### config.mk
export PLATFORM = sky130hd
export DESIGN_NAME = voter_plus_flat
export DESIGN_NICKNAME = d
export VERILOG_FILES = /design/src/rtl/voter_plus_if.sv /design/src/rtl/voter_plus.sv /design/src/flat_wrapper.sv
export SDC_FILE = /design/constraint.sdc
export NUM_CORES = 1
export LEC_CHECK = 0
export CAP_MARGIN = 15
export CORE_UTILIZATION = 45
export DETAILED_ROUTE_END_ITERATION = 7
export GPL_TIMING_DRIVEN = 1
export PLACE_DENSITY = 0.77
export SETUP_SLACK_MARGIN = 0.05
export SLEW_MARGIN = 30
export SYNTH_ARGS = -nofsm -noshare
export SYNTH_HDL_FRONTEND = slang
export SYNTH_SLANG_ARGS = --single-unit
### constraint.sdc
create_clock -name clk -period 19.9 [get_ports clk]
set_input_delay 4.975 -clock clk [delete_from_list [all_inputs] [get_ports clk]]
set_output_delay 4.975 -clock clk [all_outputs]
set_load 0.005 [all_outputs]
### src/rtl/voter_plus_if.sv
// voter_plus_if
// Groups the voter lines and the tally output of voter_plus into one bundle.
//   np     [31:0] ordinary voter lines, bit i high = ordinary voter i votes now
//   vip    [7:0]  VIP voter lines, bit j high = VIP j votes now
//   vvip          VVIP voter line
//   result [7:0]  weighted total of all votes latched since the last reset
// master: the side that drives the voter lines and reads the tally.
// slave : the tally unit itself.
interface voter_plus_if;
    logic [31:0] np;
    logic [7:0]  vip;
    logic        vvip;
    logic [7:0]  result;

    modport master (
        output np,
        output vip,
        output vvip,
        input  result
    );

    modport slave (
        input  np,
        input  vip,
        input  vvip,
        output result
    );
endinterface

### src/rtl/voter_plus.sv
// voter_plus
// Weighted, vote-latching tally unit. Every rising clock edge samples 32
// ordinary, 8 VIP and 1 VVIP voter lines; any voter seen high is remembered
// as "has voted" until reset. The output is the weighted sum of the
// remembered votes (ordinary = 1, VIP = 4, VVIP = 16).
//   clk    system clock, all flags update on the rising edge
//   reset  asynchronous, active-high; clears every voted flag at once
//   bus    voter_plus_if.slave: np/vip/vvip inputs, result output
module voter_plus (
    input  logic          clk,
    input  logic          reset,
    voter_plus_if.slave   bus
);

    logic [31:0] np_v_q;
    logic [31:0] np_v_d;
    logic [7:0]  vip_v_q;
    logic [7:0]  vip_v_d;
    logic        vvip_v_q;
    logic        vvip_v_d;

    logic [5:0]  np_cnt;
    logic [3:0]  vip_cnt;

    // Votes are sticky: a flag once set stays set, so re-asserting a line
    // can never count twice and dropping it never removes the vote.
    always_comb begin
        np_v_d   = np_v_q   | bus.np;
        vip_v_d  = vip_v_q  | bus.vip;
        vvip_v_d = vvip_v_q | bus.vvip;
    end

    always_ff @(posedge clk or posedge reset) begin
        if (reset) begin
            np_v_q   <= '0;
            vip_v_q  <= '0;
            vvip_v_q <= 1'b0;
        end else begin
            np_v_q   <= np_v_d;
            vip_v_q  <= vip_v_d;
            vvip_v_q <= vvip_v_d;
        end
    end

    // Popcounts are taken from the flags only, so the inputs influence the
    // tally only after they have been sampled by an edge.
    always_comb begin
        np_cnt  = '0;
        vip_cnt = '0;
        for (int i = 0; i < 32; i++) begin
            np_cnt = np_cnt + {5'b0, np_v_q[i]};
        end
        for (int j = 0; j < 8; j++) begin
            vip_cnt = vip_cnt + {3'b0, vip_v_q[j]};
        end
    end

    // Maximum is 32 + 32 + 16 = 80, so an 8-bit sum never overflows.
    // VIP weight 4 and VVIP weight 16 are plain bit shifts.
    always_comb begin
        bus.result = {2'b00, np_cnt}
                   + {2'b00, vip_cnt, 2'b00}
                   + {3'b000, vvip_v_q, 4'b0000};
    end

endmodule

### src/flat_wrapper.sv
// flat-port wrapper written by rule: the top's interface ports become plain ports
module voter_plus_flat 
  (clk, reset, bus_np, bus_vip, bus_vvip, bus_result);
  voter_plus_if bus_i ();
  input  logic clk;
  input  logic reset;
  input wire logic [$bits(bus_i.np)-1:0] bus_np;
  input wire logic [$bits(bus_i.vip)-1:0] bus_vip;
  input wire logic [$bits(bus_i.vvip)-1:0] bus_vvip;
  output wire logic [$bits(bus_i.result)-1:0] bus_result;
  assign bus_i.np = bus_np;
  assign bus_i.vip = bus_vip;
  assign bus_i.vvip = bus_vvip;
  assign bus_result = bus_i.result;
  voter_plus u_core (.clk(clk), .reset(reset), .bus(bus_i));
endmodule
==> results of run 1 <==
[cells in the final DEF, fill, tap and decap left out, types with 5 or more instances in the layout]
cell type,n
clkbuf_8,5
fa_1,30
xnor2_1,5
clkdlybuf4s50_1,50
or2_2,41
inv_1,67
dfrtp_1,41
ha_1,17
[flip-flops by register name (all words and copies together), names as in the netlist]
name             flops
u_core.vvip_v_q      1
u_core.np_v_q       32
u_core.vip_v_q       8
[final cells by class]
class,instances,share of cell area [%]
multi-input cells,109,38.31
flip-flops and latches,41,32.39
repair buffers,51,16.03
inverters,67,7.938
well taps,70,2.765
clock buffers,6,2.291
clock inverters,1,0.2765
[cells in the mapped netlist (2+ instances only)]
library cell | n | share of area, %
inv_1 | 67 | 10
dfrtp_1 | 41 | 41
or2_2 | 41 | 10
fa_1 | 30 | 24
ha_1 | 17 | 8.5
xnor2_1 | 5 | 1.8
a21o_1 | 2 | 0.60
a21oi_2 | 2 | 0.70
nand2_1 | 2 | 0.30
nor2_1 | 2 | 0.30
nor2b_1 | 2 | 0.50
o21a_1 | 2 | 0.60
[cell families (layout without fill, tap and decap cells)]
family | Yosys count | count (layout) | share of synthesized area, %
AOI/OAI and AO/OA | 8 | 8 | 2.310
adders and majority gates | 47 | 47 | 32.65
xor gates and xnor gates | 6 | 6 | 2.109
buffers and inverters | 67 | 125 | 10.10
DFF | 41 | 41 | 41.19
and+or+nand+nor | 48 | 48 | 11.65
[per-layer routing]
layer | up-vias | wire length (um) | track usage [%]
met5 | - | 0 | 0
met4 | 0 | 41 | 4.615
met3 | 5 | 178 | 4.671
met2 | 32 | 1775 | 25.59
met1 | 702 | 1547 | 17.24
li1 | 728 | - | -
[where the power goes]
part / internal [mW] / switching [mW] / total [mW]
Clock: 0.0243 / 0.0278 / 0.0521
Combinational: 0.00721 / 0.00235 / 0.00956
Sequential: 0.0832 / 0.000000000000000106 / 0.0832
Total: 0.115 / 0.0302 / 0.145
[worst max-delay path: stages (launching register included)]
cell	delay (ns)
dfrtp_1	0.39
ha_1	0.29
inv_1	0.07
fa_1	0.44
fa_1	0.56
fa_1	0.44
fa_1	0.49
fa_1	0.54
fa_1	0.40
inv_1	0.07
fa_1	0.18
inv_1	0.05
fa_1	0.38
nand2b_1	0.16
a21oi_1	0.17
xor2_1	0.22
fa_1	0.46
ha_1	0.30
a21o_1	0.17
a21oi_2	0.14
xnor2_1	0.12
clkdlybuf4s50_1	0.51
[stage by stage]
step                      hold slack, ns  area, um^2  util, %
after floorplan                   0.4368        2491        -
after global placement            0.4512        3087    59.30
after detailed placement          0.4557        3087    59.30
after CTS                         0.4757        3168    60.87
after global routing              0.4822        3168    60.87
final                             0.4688        3168    60.87
[final timing paths]
path	startpoint	to	slack, ns	cells after the start
setup / recovery	u_core.np_v_q[0]	bus_result[6]	8.06	21
min in group asynchronous	reset	u_core.vip_v_q[3]	5.09	3
hold / removal	u_core.vip_v_q[2]	u_core.vip_v_q[2]	0.47	1
hold reg to reg	u_core.vip_v_q[2]	u_core.vip_v_q[2]	0.47	1
setup reg to reg	u_core.np_v_q[10]	u_core.np_v_q[10]	19.10	1
max in group asynchronous	reset	u_core.np_v_q[3]	14.43	3
==> metrics.cfg, run 1 <==
[floorplan]
start_util_pct = 47.86
placementRows = 26
die_area_um2 = 5838
die_w_um = 76.41
ios = 51
die_h_um = 76.41
coreArea_um2 = 5205

[yosys]
synth_flop_cell = dfrtp_1
synth_cell_types = 16
syn_area_um2 = 2491
synth-edff-count = 0
syn_area_per_cell_um2 = 11.48
ys_ff_latch = 41
async_reset_ff_share_pct = 100.0
ys_seq_area_share_pct = 41.19
syn_nets = 307
syn_inst = 217
yosysWarningCount = 0

[clock_tree]
postCtsHoldBufs = 0
clk_latency_ns = 0.29
clk_pin_slew_worst_paths_ns = 0.08
cts_resized = 0
cts_tree = done
post_cts_buffers = 0
cts_made_buffers = 5
cts.sinks = 41
clockRootBuffer = clkbuf_8
h-tree-depth = 2
clk_path_buf_depth = 2

[pwr]
peakVddDrop_uv = 24.61
p_total_mw = 0.1449
power_density_nw_per_um2 = 45.73
power.leakage_nw = 1.495

[final_layout]
area_delta_synth_final_pct = 27.17
instances_no_fill = 345
ff_latch_area_um2 = 1026
drive_gt1_share_pct = 18.18
nNetsFinal = 365
n_fill_cell = 464
antenna_cells = 0
multi_input_area_um2 = 1214

[global_route]
grtUsageTotal_pct = 14.70
grt.overflow.total = 0
grt_pass1_wl_mm = 6.679
grt_pass1_vias = 1671
antenna_found_initial = 0
grt_max_degree = 42

[sta]
setup_viol = 0
finalClockSkew_ns = 0
grt_setup_unrepaired = false
tns_ns = 0
hold_viol_final = 0
worst_pin_slew_ns = 0.5094
fmax_mhz = 84.47
drv_slew = 0
setup_ws_ns = 8.062
post-route-period-util_pct = 59.49
maxSlewHeadroom_pct = 66.04
layout_min_cycle_time_ns = 11.84

[setup_path]
critPathLaunchType = flop
crit_fanout = 2
worstSetupPathType = flop to output port
cp.arrival_ns = 6.86
worstSetupEndpointType = output port
required_ns = 14.93

[routing]
wire_per_inst_um = 10.27
antenna_left = 0
drc_errors = 0
post_drt_via_cell_ratio = 4.252
drtIter0Drc = 21
drt-total-wl_mm = 3.542
num_vias = 1467
drt_pass1_iterations = 4

[placement]
place_inst = 338
place_ws_ns = 8.336
io_buffers = 50
dp_hpwl_mm = 2.915
gp_congestion = 0.7103

[job]
cap_violations = 0

[outcome]
outcome = complete, no violations

[hold_path]
hold_class = flop to flop

(Power assumes the default switching activity.)
==> inputs of run 2 (changes only) <==
clock period = 10.9 ns   (was 19.9 ns; I/O delays follow)
==> run 2 against run 1 <==
Against the previous run:
- non-clock buffer count is the same
- total power grew 82%
- die area is the same
- cell count is the same
- clock power grew 81%
- global-route usage shrank 0.27 points
- count of clock-buffer cells in the layout is the same
- routed wire length grew 1.4%
- sequential share of layout area is the same
- critical path depth is the same
- hold slack is essentially flat
- combinational power grew 83%
==> metrics.cfg, run 2 (synthesis gave the netlist of run 1 again) <==
[outcome]
outcome = complete, no violations

[clock_tree]
clk_path_buf_depth = 2  ; unchanged
postCtsHoldBufs = 0  ; unchanged
clk_latency_ns = 0.29  ; about the same
clk_pin_slew_worst_paths_ns = 0.08  ; about the same
cts_resized = 0  ; unchanged
post_cts_buffers = 0  ; unchanged
h-tree-depth = 2  ; unchanged
cts.sinks = 41  ; unchanged
cts_made_buffers = 5  ; unchanged
clockRootBuffer = clkbuf_8
cts_tree = done

[floorplan]
die_w_um = 76.41  ; unchanged
placementRows = 26  ; unchanged
ios = 51  ; unchanged
die_h_um = 76.41  ; unchanged
coreArea_um2 = 5205  ; unchanged
die_area_um2 = 5838  ; unchanged
start_util_pct = 47.86  ; unchanged

[routing]
drtIter0Drc = 29  ; +38%
drc_errors = 0  ; unchanged
post_drt_via_cell_ratio = 4.301  ; +1.2%
drt_pass1_iterations = 4  ; unchanged
antenna_left = 0  ; unchanged
num_vias = 1484  ; +1.2%
drt-total-wl_mm = 3.591  ; +1.4%
wire_per_inst_um = 10.41  ; +1.4%

[placement]
place_ws_ns = 1.607  ; -6.729 ns
dp_hpwl_mm = 2.976  ; +2.1%
place_inst = 338  ; unchanged
place_area_um2 = 3087  ; unchanged
gp_congestion = 0.7102  ; about the same
io_buffers = 50  ; unchanged

[setup_path]
cp.arrival_ns = 6.84  ; -0.02 ns
crit_fanout = 2  ; unchanged
worstSetupEndpointType = output port
critPathLaunchType = flop
required_ns = 8.18  ; -6.75 ns
startpoint = u_core.np_v_q[1]
worstSetupPathType = flop to output port
r2r_start = u_core.np_v_q[10]

[final_layout]
antenna_cells = 0  ; unchanged
nNetsFinal = 365  ; unchanged
area_delta_synth_final_pct = 27.17  ; unchanged
top_regs = u_core.np_v_q (32), u_core.vip_v_q (8), u_core.vvip_v_q (1)
largest_reg_flops = 32  ; unchanged
final_cell_mix = inv_1, clkdlybuf4s50_1, or2_2, dfrtp_1, fa_1
largest-register = u_core.np_v_q
fin_area_um2 = 3168  ; unchanged
drive_gt1_share_pct = 18.18  ; unchanged
layout_commonest_cell = inv_1
instances_no_fill = 345  ; unchanged

[global_route]
grt_pass1_vias = 1646  ; -1.5%
grt_pass1_wl_mm = 6.679  ; unchanged
grtUsageTotal_pct = 14.44  ; -0.27 points
grt.overflow.total = 0  ; unchanged
antenna_found_initial = 0  ; unchanged
grt_max_degree = 42  ; unchanged

[sta]
grt_setup_unrepaired = false
hold_viol_final = 0  ; unchanged
worst_pin_slew_ns = 0.5140  ; +0.004622 ns
drv_slew = 0  ; unchanged
setup_viol = 0  ; unchanged
finalClockSkew_ns = 0  ; unchanged
maxSlewHeadroom_pct = 65.73  ; -0.31 points
setup_ws_ns = 1.333  ; -6.729 ns
tns_ns = 0  ; unchanged
post-route-period-util_pct = 87.77
fmax_mhz = 104.5
layout_min_cycle_time_ns = 9.567

[pwr]
power.leakage_nw = 1.495  ; unchanged
power_density_nw_per_um2 = 83.24  ; +82%
p_total_mw = 0.2637  ; +82%
peakVddDrop_uv = 59.33  ; +140%

[job]
cap_violations = 0  ; unchanged

[hold_path]
hold_class = flop to flop
min_from = u_core.vip_v_q[2]

[run 2: cell counts in the layout (fill, tap and decap cells not counted)]
Identical to the previous run, type by type.
[run 2: final cells by class]
class	instances	area, um^2
inverter	67	251.5
fill	466	2037
tap	70	87.58
timing repair buffer	51	508.0
clock inverter	1	8.758
clock buffer	6	72.57
multi-input combinational	109	1214
sequential	41	1026
[run 2: worst paths after layout]
kind / to / slack (ns) / cells after the start
worst max-delay path: bus_result[6] / 1.33 / 21
worst min-delay path: u_core.vip_v_q[2] / 0.47 / 1
worst max register to register: u_core.np_v_q[10] / 10.10 / 1
worst min register to register: u_core.vip_v_q[2] / 0.47 / 1
max in group asynchronous: u_core.np_v_q[3] / 7.67 / 3
min in group asynchronous: u_core.vip_v_q[2] / 2.85 / 3
[run 2: per-stage QoR]
step           hold slack (ns)  utilization [%]
2_1_floorplan           0.4368                -
3_3_place_gp            0.4512            59.30
3_5_place_dp            0.4540            59.30
4_1_cts                 0.4743            60.87
5_1_grt                 0.4859            60.87
6_report                0.4692            60.87
[run 2: per-layer routing]
metal	global-route usage [%]	wire (um)
met1	17.53	1615
met2	25.32	1760
met3	3.353	176
met4	4.615	38
met5	0	0
[run 2: power by group]
part / internal (mW) / switching, mW
registers: 0.152 / 0.000000000000000195
logic: 0.0132 / 0.00433
clock network: 0.0443 / 0.0499
total: 0.209 / 0.0543
[run 2: worst max-delay path, cell delays in order (launching register included)]
cell and delay (ns):
dfrtp_1 0.39, ha_1 0.27, inv_1 0.04, fa_1 0.47
fa_1 0.56, fa_1 0.44, fa_1 0.50, fa_1 0.54
fa_1 0.40, inv_1 0.07, fa_1 0.19, inv_1 0.06
fa_1 0.40, nand2b_1 0.17, a21oi_1 0.15, xor2_1 0.18
fa_1 0.46, ha_1 0.32, a21o_1 0.17, a21oi_2 0.14
xnor2_1 0.12, clkdlybuf4s50_1 0.51
==> inputs of run 3 (changes only) <==
CORE_ASPECT_RATIO = 0.9   (was unset)
SLEW_MARGIN = unset   (was 30)
==> run 3 against run 2 <==
Against the previous run:
- fmax up 0.29%
- cell count decreased by 0.58%
- non-clock buffer count stayed put
==> metrics.cfg, run 3 (synthesis gave the netlist of run 1 again) <==
[final_layout]
layout_commonest_cell = inv_1
fin_area_um2 = 3217  ; +1.5%
final_cell_mix = inv_1, clkdlybuf4s50_1, or2_2, dfrtp_1, fa_1
nNetsFinal = 365  ; unchanged
largest-register = u_core.np_v_q
top_regs = u_core.np_v_q (32), u_core.vip_v_q (8), u_core.vvip_v_q (1)
n_fill_cell = 442  ; -5.2%
drive_gt1_share_pct = 18.84  ; +0.66 points
multi_input_area_um2 = 1214  ; unchanged
antenna_cells = 0  ; unchanged
ff_latch_area_um2 = 1026  ; unchanged
area_delta_synth_final_pct = 29.13
largest_reg_flops = 32  ; unchanged

[placement]
place_area_um2 = 3083  ; -0.12%
dp_hpwl_mm = 2.969  ; -0.21%
gp_congestion = 0.6904  ; -2.8%
io_buffers = 50  ; unchanged
place_ws_ns = 1.604  ; -0.003230 ns

[pwr]
power_density_nw_per_um2 = 96.44  ; +16%
power.leakage_nw = 1.522  ; +1.8%
peakVddDrop_uv = 88.85  ; +50%

[clock_tree]
cts_made_buffers = 5  ; unchanged
clk_latency_ns = 0.29  ; about the same
h-tree-depth = 2  ; unchanged
clk_pin_slew_worst_paths_ns = 0.08  ; about the same
clk_path_buf_depth = 2  ; unchanged
cts.sinks = 41  ; unchanged
post_cts_buffers = 0  ; unchanged
postCtsHoldBufs = 0  ; unchanged
cts_resized = 0  ; unchanged
cts_tree = done
clockRootBuffer = clkbuf_8

[routing]
antenna_left = 0  ; unchanged
post_drt_via_cell_ratio = 4.268  ; -0.77%
drt_pass1_iterations = 3  ; -1
num_vias = 1464  ; -1.3%
drtIter0Drc = 42  ; +45%
drt-total-wl_mm = 3.537  ; -1.5%
wire_per_inst_um = 10.31  ; -0.93%
drc_errors = 0  ; unchanged

[global_route]
grt_pass1_wl_mm = 6.382  ; -4.4%
antenna_found_initial = 0  ; unchanged
grt.overflow.total = 0  ; unchanged
grtUsageTotal_pct = 14.47  ; +0.037 points
grt_max_degree = 42  ; unchanged
grt_pass1_vias = 1543  ; -6.3%

[setup_path]
ff2ff_path_depth = 1  ; unchanged
worstSetupEndpointType = output port
cp.arrival_ns = 6.81  ; -0.03 ns
critPathLaunchType = flop
rrSetupSlack_ns = 10.10  ; about the same
r2r_end = u_core.vvip_v_q
required_ns = 8.18  ; about the same
crit_fanout = 2  ; unchanged
worstSetupPathType = flop to output port
r2r_start = u_core.vvip_v_q

[sta]
grt_setup_unrepaired = false
tns_ns = 0  ; unchanged
post-route-period-util_pct = 87.52  ; -0.25 points
setup_viol = 0  ; unchanged
fmax_mhz = 104.8  ; +0.29%
finalClockSkew_ns = 0  ; unchanged
layout_min_cycle_time_ns = 9.540  ; -0.02758 ns
hold_viol_final = 0  ; unchanged
setup_ws_ns = 1.360  ; +0.02758 ns
worst_pin_slew_ns = 0.4961  ; -0.01798 ns
drv_slew = 0  ; unchanged
maxSlewHeadroom_pct = 66.93  ; +1.2 points

[hold_path]
min_from = u_core.np_v_q[25]
holdPathStages = 1  ; unchanged
hold_path_end = u_core.np_v_q[25]
hold_class = flop to flop

[floorplan]
coreArea_um2 = 5286  ; +1.6%
placementRows = 25  ; -3.8%
die_h_um = 72.59  ; -5.0%
start_util_pct = 47.12  ; -0.74 points
ios = 51  ; unchanged
die_w_um = 80.43  ; +5.3%
die_area_um2 = 5838  ; about the same

[job]
cap_violations = 0  ; unchanged

[outcome]
outcome = complete, no violations

## run 3: layout make-up
type | count | share of cell area [%]
Timing Repair Buffer | 51 | 15.79
Multi-Input combinational cell | 109 | 37.73
Sequential cell | 41 | 31.89
Tap cell | 67 | 2.606
Clock inverter | 3 | 2.023
Clock buffer | 5 | 2.139
Inverter | 67 | 7.818
## run 3: worst max-delay path by stage
stage	from	endpoint	slack (ns)	depth (start not counted)
global route	u_core.np_v_q[0]	bus_result[6]	0.98	21
CTS	u_core.np_v_q[0]	bus_result[6]	1.27	21
floorplan	u_core.np_v_q[0]	bus_result[6]	2.38	20
global placement	u_core.np_v_q[0]	bus_result[6]	1.75	21
detailed placement	u_core.np_v_q[0]	bus_result[6]	1.60	21
finish	u_core.np_v_q[0]	bus_result[6]	1.36	21
## run 3: critical path: stages (launching register included)
cell and delay, ns:
dfrtp_1 0.39, ha_1 0.30, inv_1 0.07, fa_1 0.42, fa_1 0.50, fa_1 0.54, fa_1 0.44, fa_1 0.54
fa_1 0.41, inv_1 0.07, fa_1 0.18, inv_1 0.05, fa_1 0.38, nand2b_1 0.15, a21oi_1 0.14, xor2_1 0.19
fa_1 0.45, ha_1 0.30, a21o_1 0.17, a21oi_2 0.15, xnor2_1 0.13, clkdlybuf4s50_1 0.51
## run 3: power by group
part	total, mW	internal, mW	switching [mW]	leakage, nW
registers	0.152	0.152	0.000000000000000193	0.359
logic	0.0175	0.0132	0.00432	1.10
clock network	0.141	0.0909	0.0498	0.0681
total	0.310	0.256	0.0541	1.52
## run 3: per-layer routing
metal	global-route usage, %	wire (um)
met5	0	0
met4	4.563	33
met1	18.19	1593
met3	4.000	178
met2	24.39	1732
## run 3: stage by stage
step                      cells  power, mW  util (%)  hold slack (ns)
final                       343     0.3102     60.85           0.4672
after detailed placement    335     0.1729     58.32           0.4508
after global placement      335     0.1730     58.32           0.4515
after global routing        343     0.3236     60.85           0.4830
after CTS                   343     0.3156     60.85           0.4736
after floorplan             217     0.1573         -           0.4368
